$ cat config.mk
export PLATFORM = sky130hd
export DESIGN_NAME = seg_scan_ctrl
export DESIGN_NICKNAME = d
export VERILOG_FILES = /design/src/rtl/seg_scan_ctrl.sv
export SDC_FILE = /design/constraint.sdc
export NUM_CORES = 1
export LEC_CHECK = 0
export BUFFER_PORTS_ARGS = -buffer_cell sky130_fd_sc_hd__buf_2
export CAP_MARGIN = 25
export CORE_ASPECT_RATIO = 0.6
export CORE_MARGIN = 4
export CORE_UTILIZATION = 55
export CTS_CLUSTER_SIZE = 10
export DETAILED_ROUTE_END_ITERATION = 16
export PLACE_DENSITY_LB_ADDON = 0.15
export SLEW_MARGIN = 25
export SYNTH_ARGS = -nofsm -noshare
export SYNTH_HDL_FRONTEND = slang
export SYNTH_SLANG_ARGS = --single-unit
$ cat constraint.sdc
create_clock -name clk -period 5.15 [get_ports clk]
set_input_delay 0.515 -clock clk [delete_from_list [all_inputs] [get_ports clk]]
set_output_delay 0.515 -clock clk [all_outputs]
set_load 0.005 [all_outputs]
$ cat src/rtl/seg_scan_ctrl.sv
// seg_scan_ctrl: drives a shared active-low 7-segment bus across 4 digit anodes.
// Each digit slot starts with a BLANK_CYC-cycle all-anodes-off gap, then drives
// until scan_tick. Displayed data is double-buffered and swapped only at the
// end of digit3's slot. Optional leading-zero suppression.
//
// Ports:
//   clk        - system clock
//   rst        - synchronous active-high reset
//   scan_tick  - single-cycle request to advance to the next digit
//   load       - single-cycle strobe, captures data_in into the pending buffer
//   data_in    - four 4-bit digit codes, [3:0] = digit0 (rightmost)
//   lz_en      - leading-zero suppression enable
//   an         - digit anodes, active low, an[i] selects digit i
//   seg        - segments {g,f,e,d,c,b,a}, active low
//   cur_dig    - index of the currently selected digit
//   frame_done - one-cycle pulse when digit3's slot ends
//   load_ack   - one-cycle pulse when pending data moves to the display register
module seg_scan_ctrl #(
  parameter int unsigned BLANK_CYC = 2
) (
  input  logic        clk,
  input  logic        rst,
  input  logic        scan_tick,
  input  logic        load,
  input  logic [15:0] data_in,
  input  logic        lz_en,
  output logic [3:0]  an,
  output logic [6:0]  seg,
  output logic [1:0]  cur_dig,
  output logic        frame_done,
  output logic        load_ack
);

  localparam int unsigned CW = (BLANK_CYC > 1) ? $clog2(BLANK_CYC) : 1;
  localparam logic [CW-1:0] CNT_LAST = CW'(BLANK_CYC - 1);

  typedef enum logic {S_BLANK, S_DRIVE} state_t;

  state_t        state;
  logic [CW-1:0] cnt;
  logic [15:0]   disp;
  logic [15:0]   pending;
  logic          pend;
  logic [3:0]    eff_code [4];
  logic [6:0]    cur_seg;

  // Code 0..9 digits, A = minus, B..F = blank.
  function automatic logic [6:0] decode(input logic [3:0] code);
    case (code)
      4'h0:    decode = 7'b1000000;
      4'h1:    decode = 7'b1111001;
      4'h2:    decode = 7'b0100100;
      4'h3:    decode = 7'b0110000;
      4'h4:    decode = 7'b0011001;
      4'h5:    decode = 7'b0010010;
      4'h6:    decode = 7'b0000010;
      4'h7:    decode = 7'b1111000;
      4'h8:    decode = 7'b0000000;
      4'h9:    decode = 7'b0010000;
      4'hA:    decode = 7'b0111111;
      default: decode = 7'b1111111;
    endcase
  endfunction

  // Leading-zero suppression: scan from digit3 down; a zero stays blank while
  // everything above it is zero or blank. Minus breaks the run.
  always_comb begin : lz_blk
    logic       lead;
    logic [3:0] code;
    lead = 1'b1;
    code = 4'h0;
    for (int i = 3; i >= 0; i--) begin
      code = disp[4*i +: 4];
      if (i != 0 && lz_en && lead && code == 4'h0) eff_code[i] = 4'hF;
      else                                         eff_code[i] = code;
      lead = lead && (code == 4'h0 || code >= 4'hB);
    end
  end

  assign cur_seg = decode(eff_code[cur_dig]);

  // Scan FSM with registered outputs and display double buffer.
  always_ff @(posedge clk) begin
    if (rst) begin
      state      <= S_BLANK;
      cur_dig    <= 2'd0;
      cnt        <= '0;
      an         <= 4'b1111;
      seg        <= 7'h7F;
      disp       <= 16'hFFFF;
      pending    <= 16'h0000;
      pend       <= 1'b0;
      frame_done <= 1'b0;
      load_ack   <= 1'b0;
    end else begin
      frame_done <= 1'b0;
      load_ack   <= 1'b0;
      if (load) begin
        pending <= data_in;
        pend    <= 1'b1;
      end
      case (state)
        S_BLANK: begin
          an  <= 4'b1111;
          seg <= 7'h7F;
          if (cnt == CNT_LAST) begin
            state <= S_DRIVE;
            cnt   <= '0;
            an    <= ~(4'b0001 << cur_dig);
            seg   <= cur_seg;
          end else begin
            cnt <= cnt + CW'(1);
          end
        end
        S_DRIVE: begin
          if (scan_tick) begin
            state   <= S_BLANK;
            cur_dig <= cur_dig + 2'd1;
            an      <= 4'b1111;
            seg     <= 7'h7F;
            if (cur_dig == 2'd3) begin
              frame_done <= 1'b1;
              // Frame boundary: swap in pending data; a same-cycle load keeps pend set.
              if (pend) begin
                disp     <= pending;
                load_ack <= 1'b1;
                if (!load) pend <= 1'b0;
              end
            end
          end else begin
            seg <= cur_seg;
          end
        end
        default: state <= S_BLANK;
      endcase
    end
  end

endmodule
Yosys cells after proc, flatten, opt, wreduce, memory -nomap -nowiden. Memory sizes are Yosys's and may differ from the RTL's. Cells that the tools add are included.

Bits in registers: 50. Bits in read-only memories: 112. Bits of input ports: 21. Output and inout bits: 15. Word-level logic and storage cells: 63. Memories: 1.

Memories: (name not given) (words 16, width 7, read ports 1, clocked after memory_dff 0, write ports 0, RTL line 49) `case (code)`.

Add/subtract/negate cells: 2. Magnitude comparators: 3. Equality and inequality tests: 2. Shifts and indexed selects: 1. Muxes and demuxes: 24. Bitwise gates (word level): 5. Reduce and logical (&&, ||, !) cells: 15.

Operator list (count): $mux W4 (7); $mux W7 (2); $pmux W7 S2 (1); $logic_not A4 Y1 (3); $mux W1 (11); $bmux W4 S2 (1); $ge A4 B4 Y1 const B (2); $pmux W4 S2 (1); $logic_and A1 B1 Y1 (6); $not A4 Y4 (1); $reduce_and A4 Y1 (1); $reduce_or A4 Y1 (1); $shl A1 B2 Y4 const A (1); $ge A3 B3 Y1 const B (1); $not A1 Y1 (3); $not A2 Y3 (1); $reduce_or A3 Y1 (1); $add A2 B1 Y2 const B (1); $eq A2 B2 Y1 const B (1); $logic_or A1 B1 Y1 (2); $ne A2 B2 Y1 const B (1); $pmux W1 S2 (1); $reduce_and A2 Y1 (1); $add A1 B1 Y1 const B (1).

Logic depth before layout (Yosys ltp). An unclocked memory read counts as a cell.

Depth in word-level cells: 12. Gate-level depth with buffers: 9. Gate-level depth less buffers: 9.

Least setup slack after synthesis. No wires, ideal clock.

Path type: register to register. From: reg disp[8]. To: reg seg[3]. Setup time: 0.139 ns. Data arrival time: 1.903 ns. Path slack: 3.108 ns. Stages on the path, launching flop included: 8. Path buffers: 0. Clock period less this slack: 2.042 ns. Path through: dfxtp_1 > nor4_4 > a21o_4 > a311oi_1 > o32ai_4 > ha_1 > mux2i_1 > a22oi_1.

Cells in the longest elaborated chain, start to end: 12.

Ends and longest elaborated chain: from (decl) (RTL line 41) `logic [15:0] disp;`; from (signal assigned) (RTL line 125) `disp <= pending;`; $ge A4 B4 Y1 or $logic_not A4 Y1 (tied branches) (RTL line 76, 74); $logic_or A1 B1 Y1 (RTL line 76) `lead = lead && (code == 4'h0 || code >= 4'hB);`; $logic_and A1 B1 Y1 (RTL line 76); $logic_and A1 B1 Y1 (2 in a row) (RTL line 74) `if (i != 0 && lz_en && lead && code == 4'h0) eff_code[i] = 4'hF;`; $mux W4 (RTL line 74); $bmux W4 S2 * (RTL line 80) `assign cur_seg = decode(eff_code[cur_dig]);`; $mux W4 (implied by the code) * (2 in a row) (RTL line 80); $mem_v2 Z16 W7 *; $mux W7, on equally long branches (RTL line 116, 106); $pmux W7 S2 * (RTL line 102) `case (state)`; to (signal assigned) (RTL line 110) `seg <= cur_seg;`; to (signal assigned) (RTL line 131) `seg <= cur_seg;`; to (decl) (RTL line 28) `output logic [6:0] seg,`.

Every way passes the cells marked *; elsewhere a longest branch is shown, timed or not. The select of a mux whose other input is x is not followed. A chain may end at the register's enable or synchronous reset.

Final worst setup path.
From: reg disp[8]. To: reg seg[4].

Same word-level chain as after synthesis.

==> impl_metrics.toml <==
[outcome]
status = "completed"

[worst_setup_path]
cp.arrival_ps = 2750
required_ps = 5370
path_max_fanout = 11
r2r_setup_slack_ps = 2630
crit_start = "disp[8]"
critPathKind = "reg -> reg"
end_kind = "register"
r2r-end = "seg[4]"
worstSetupEndpoint = "seg[4]"
cp-start-kind = "register"
ff2ff_path_depth = 6
r2r_start = "disp[8]"

[logic_synthesis]
yosysTopAreaCell = "dfxtp_1"
yosys_most_used_dff = "dfxtp_1"
ys_types = 46
ys_seq_area_share_pct = 42.60
netlist_area_um2 = 2350
synth_warnings = 0
syn-num-nets = 279
synth.avg_cell_area_um2 = 9.475
async_flop_share_pct = 0
yosys-top-cells-area = "dfxtp_1 43%, mux2i_1 8.1%, nand2_1 7.2%, ha_1 5.3%, nand3b_1 5.1%"
yosysMostFrequentCell = "dfxtp_1"
ys_seq_elements = 50
syn_inst = 248
synth-edff-count = 0
synth_top_cell_area_share_pct = 42.60
synth_common_cells = "50 x dfxtp_1, 45 x nand2_1, 30 x nor2_1"

[drt]
finalWirelength_mm = 4.410
drtIter0Drc = 73
vias = 1737
drc_errors = 0
wire_per_inst_um = 13.09
viasPerCell = 5.154
antenna_left = 0
first_pass_iters = 4

[global_routing]
grt_overflow_total = 0
grt_pass1_vias = 1612
grt_max_degree = 40
grt_pass1_wl_mm = 7.431
antenna_found_initial = 0
grt_usage_pct = 17.31

[place]
hpwlAfterDp_mm = 3.280
gp_congestion = 0.8214
place_area_um2 = 2539
io_buffer_count = 35
place_inst = 329

[final_layout]
fin_area_um2 = 2681
final_cells = 337
multi_input_area_um2 = 1246
seqCellArea_um2 = 1001
fin_nets = 307
diodes = 0
drive_gt1_share_pct = 20.94
fillers = 361
area_delta_synth_final_pct = 14.11

[die]
ios = 36
initial_core_util_pct = 57.01
dieHeight_um = 58.63
placementRows = 18
design.core.area_um2 = 4121
die_area_um2 = 5416
die_x_um = 92.38

[clocking]
hold_buffers = 0
clkTransAtPathRegs_ps = 90
clockRootBuffer = "clkbuf_8"
cts_setup_buffers = 0
cts_tree = "yes"
clk_latency_ps = 300
clock_path_buffers = 2
clkSinkCount = 50
post_cts_resized = 0
cts-buffers-inserted = 5
htree_levels = 2

[hold_path]
min_path_type = "in -> reg"

[timing]
finalCritPeriodShare_pct = 49.02
relSlewSlack_pct = 37.35
slew_violations = 0
fin_crit_ps = 2524
setup_viol = 0
finalHoldViolCount = 0
fin_setup_tns_ps = 0
fin_skew_ps = 12.81
rsz0062_at_grt = "no"
worstMarginPinSlew_ps = 939.7
fmax_mhz = 396.1

[job]
maxCapViolCount = 0

[power_and_ir_drop]
peakVddDrop_mv = 0.1880
power_leakage_uw = 0.001208
power.total_uw = 813.9
powerDensity_nw_per_um2 = 303.5
cell type report:
cell class	instances	share of cell area [%]
clock buffer	6	3.080
clock inverter	2	2.240
inverter	11	1.540
multi-input combinational	173	46.48
sequential	50	37.33
tap	60	2.800
timing repair buffer	35	6.533
cells by family after synthesis:
family	Yosys count	synth area share, %
AO/OA/AOI/OAI	33	14.43
XOR/XNOR	3	1.118
adder cells (fa/ha/maj)	10	5.325
buffers and inverters	25	4.366
flip-flops	50	42.60
multiplexers	20	8.573
AND/OR/NAND/NOR	107	23.59
critical path, cell delays in order, from the launching register on:
cell and delay [ps]:
dfxtp_1 360, nor4_4 430, a21o_4 180, a311oi_2 100, o32ai_2 840, mux2_2 410
a32oi_1 130
sequential cells by signal, summed over array words and instances, names as in the netlist:
| signal | cells |
|---|---|
| disp | 16 |
| pending | 16 |
| seg | 7 |
| an | 4 |
| cur_dig | 2 |
| cnt | 1 |
| frame_done | 1 |
| load_ack | 1 |
| pend | 1 |
| state | 1 |
how the worst min path moves through the flow:
stage           startpoint           to  slack, ps  cells after the start
5_1_grt        data_in[13]  pending[13]        460                      3
4_1_cts        data_in[14]  pending[14]        440                      3
6_report       data_in[14]  pending[14]        440                      3
3_3_place_gp    pending[3]      disp[3]        450                      2
3_5_place_dp    pending[0]      disp[0]        450                      2
2_1_floorplan   pending[0]      disp[0]        440                      2
cells in the final DEF, fill, tap and decap left out, drive strengths merged, types with 3 or more instances in the layout:
| cell type | instances |
|---|---|
| nand2b | 3 |
| a21oi | 3 |
| mux2i | 19 |
| nand3b | 16 |
| ha | 10 |
| o32ai | 3 |
| nand2 | 45 |
| dfxtp | 50 |
| clkbuf | 6 |
| o21ai | 6 |
| a311oi | 4 |
| a211oi | 4 |
| buf | 35 |
| o311ai | 3 |
| inv | 11 |
| nor2 | 30 |
through the flow:
step	hold slack [ps]	setup slack (ps)	utilization, %
after CTS	438.5	2645	65.06
after floorplan	436.8	3108	-
after global routing	458.3	2514	65.06
after detailed placement	454.7	2691	61.60
final	440.1	2626	65.06
after global placement	452.2	2760	61.60
where the power goes:
group | total (µW) | switching, µW | internal [µW]
Clock | 331 | 124 | 207
Sequential | 414 | 12.9 | 401
Combinational | 68.6 | 38.2 | 30.4
Total | 814 | 175 | 639
per-layer routing:
layer / track usage (%) / vias to the layer above / routed length, µm
met4: 5.074 / 0 / 42
li1: - / 905 / -
met5: 0 / - / 0
met2: 26.60 / 35 / 1823
met3: 4.725 / 5 / 215
met1: 24.07 / 792 / 2328
No activity file was read; power rests on OpenSTA's default activity.
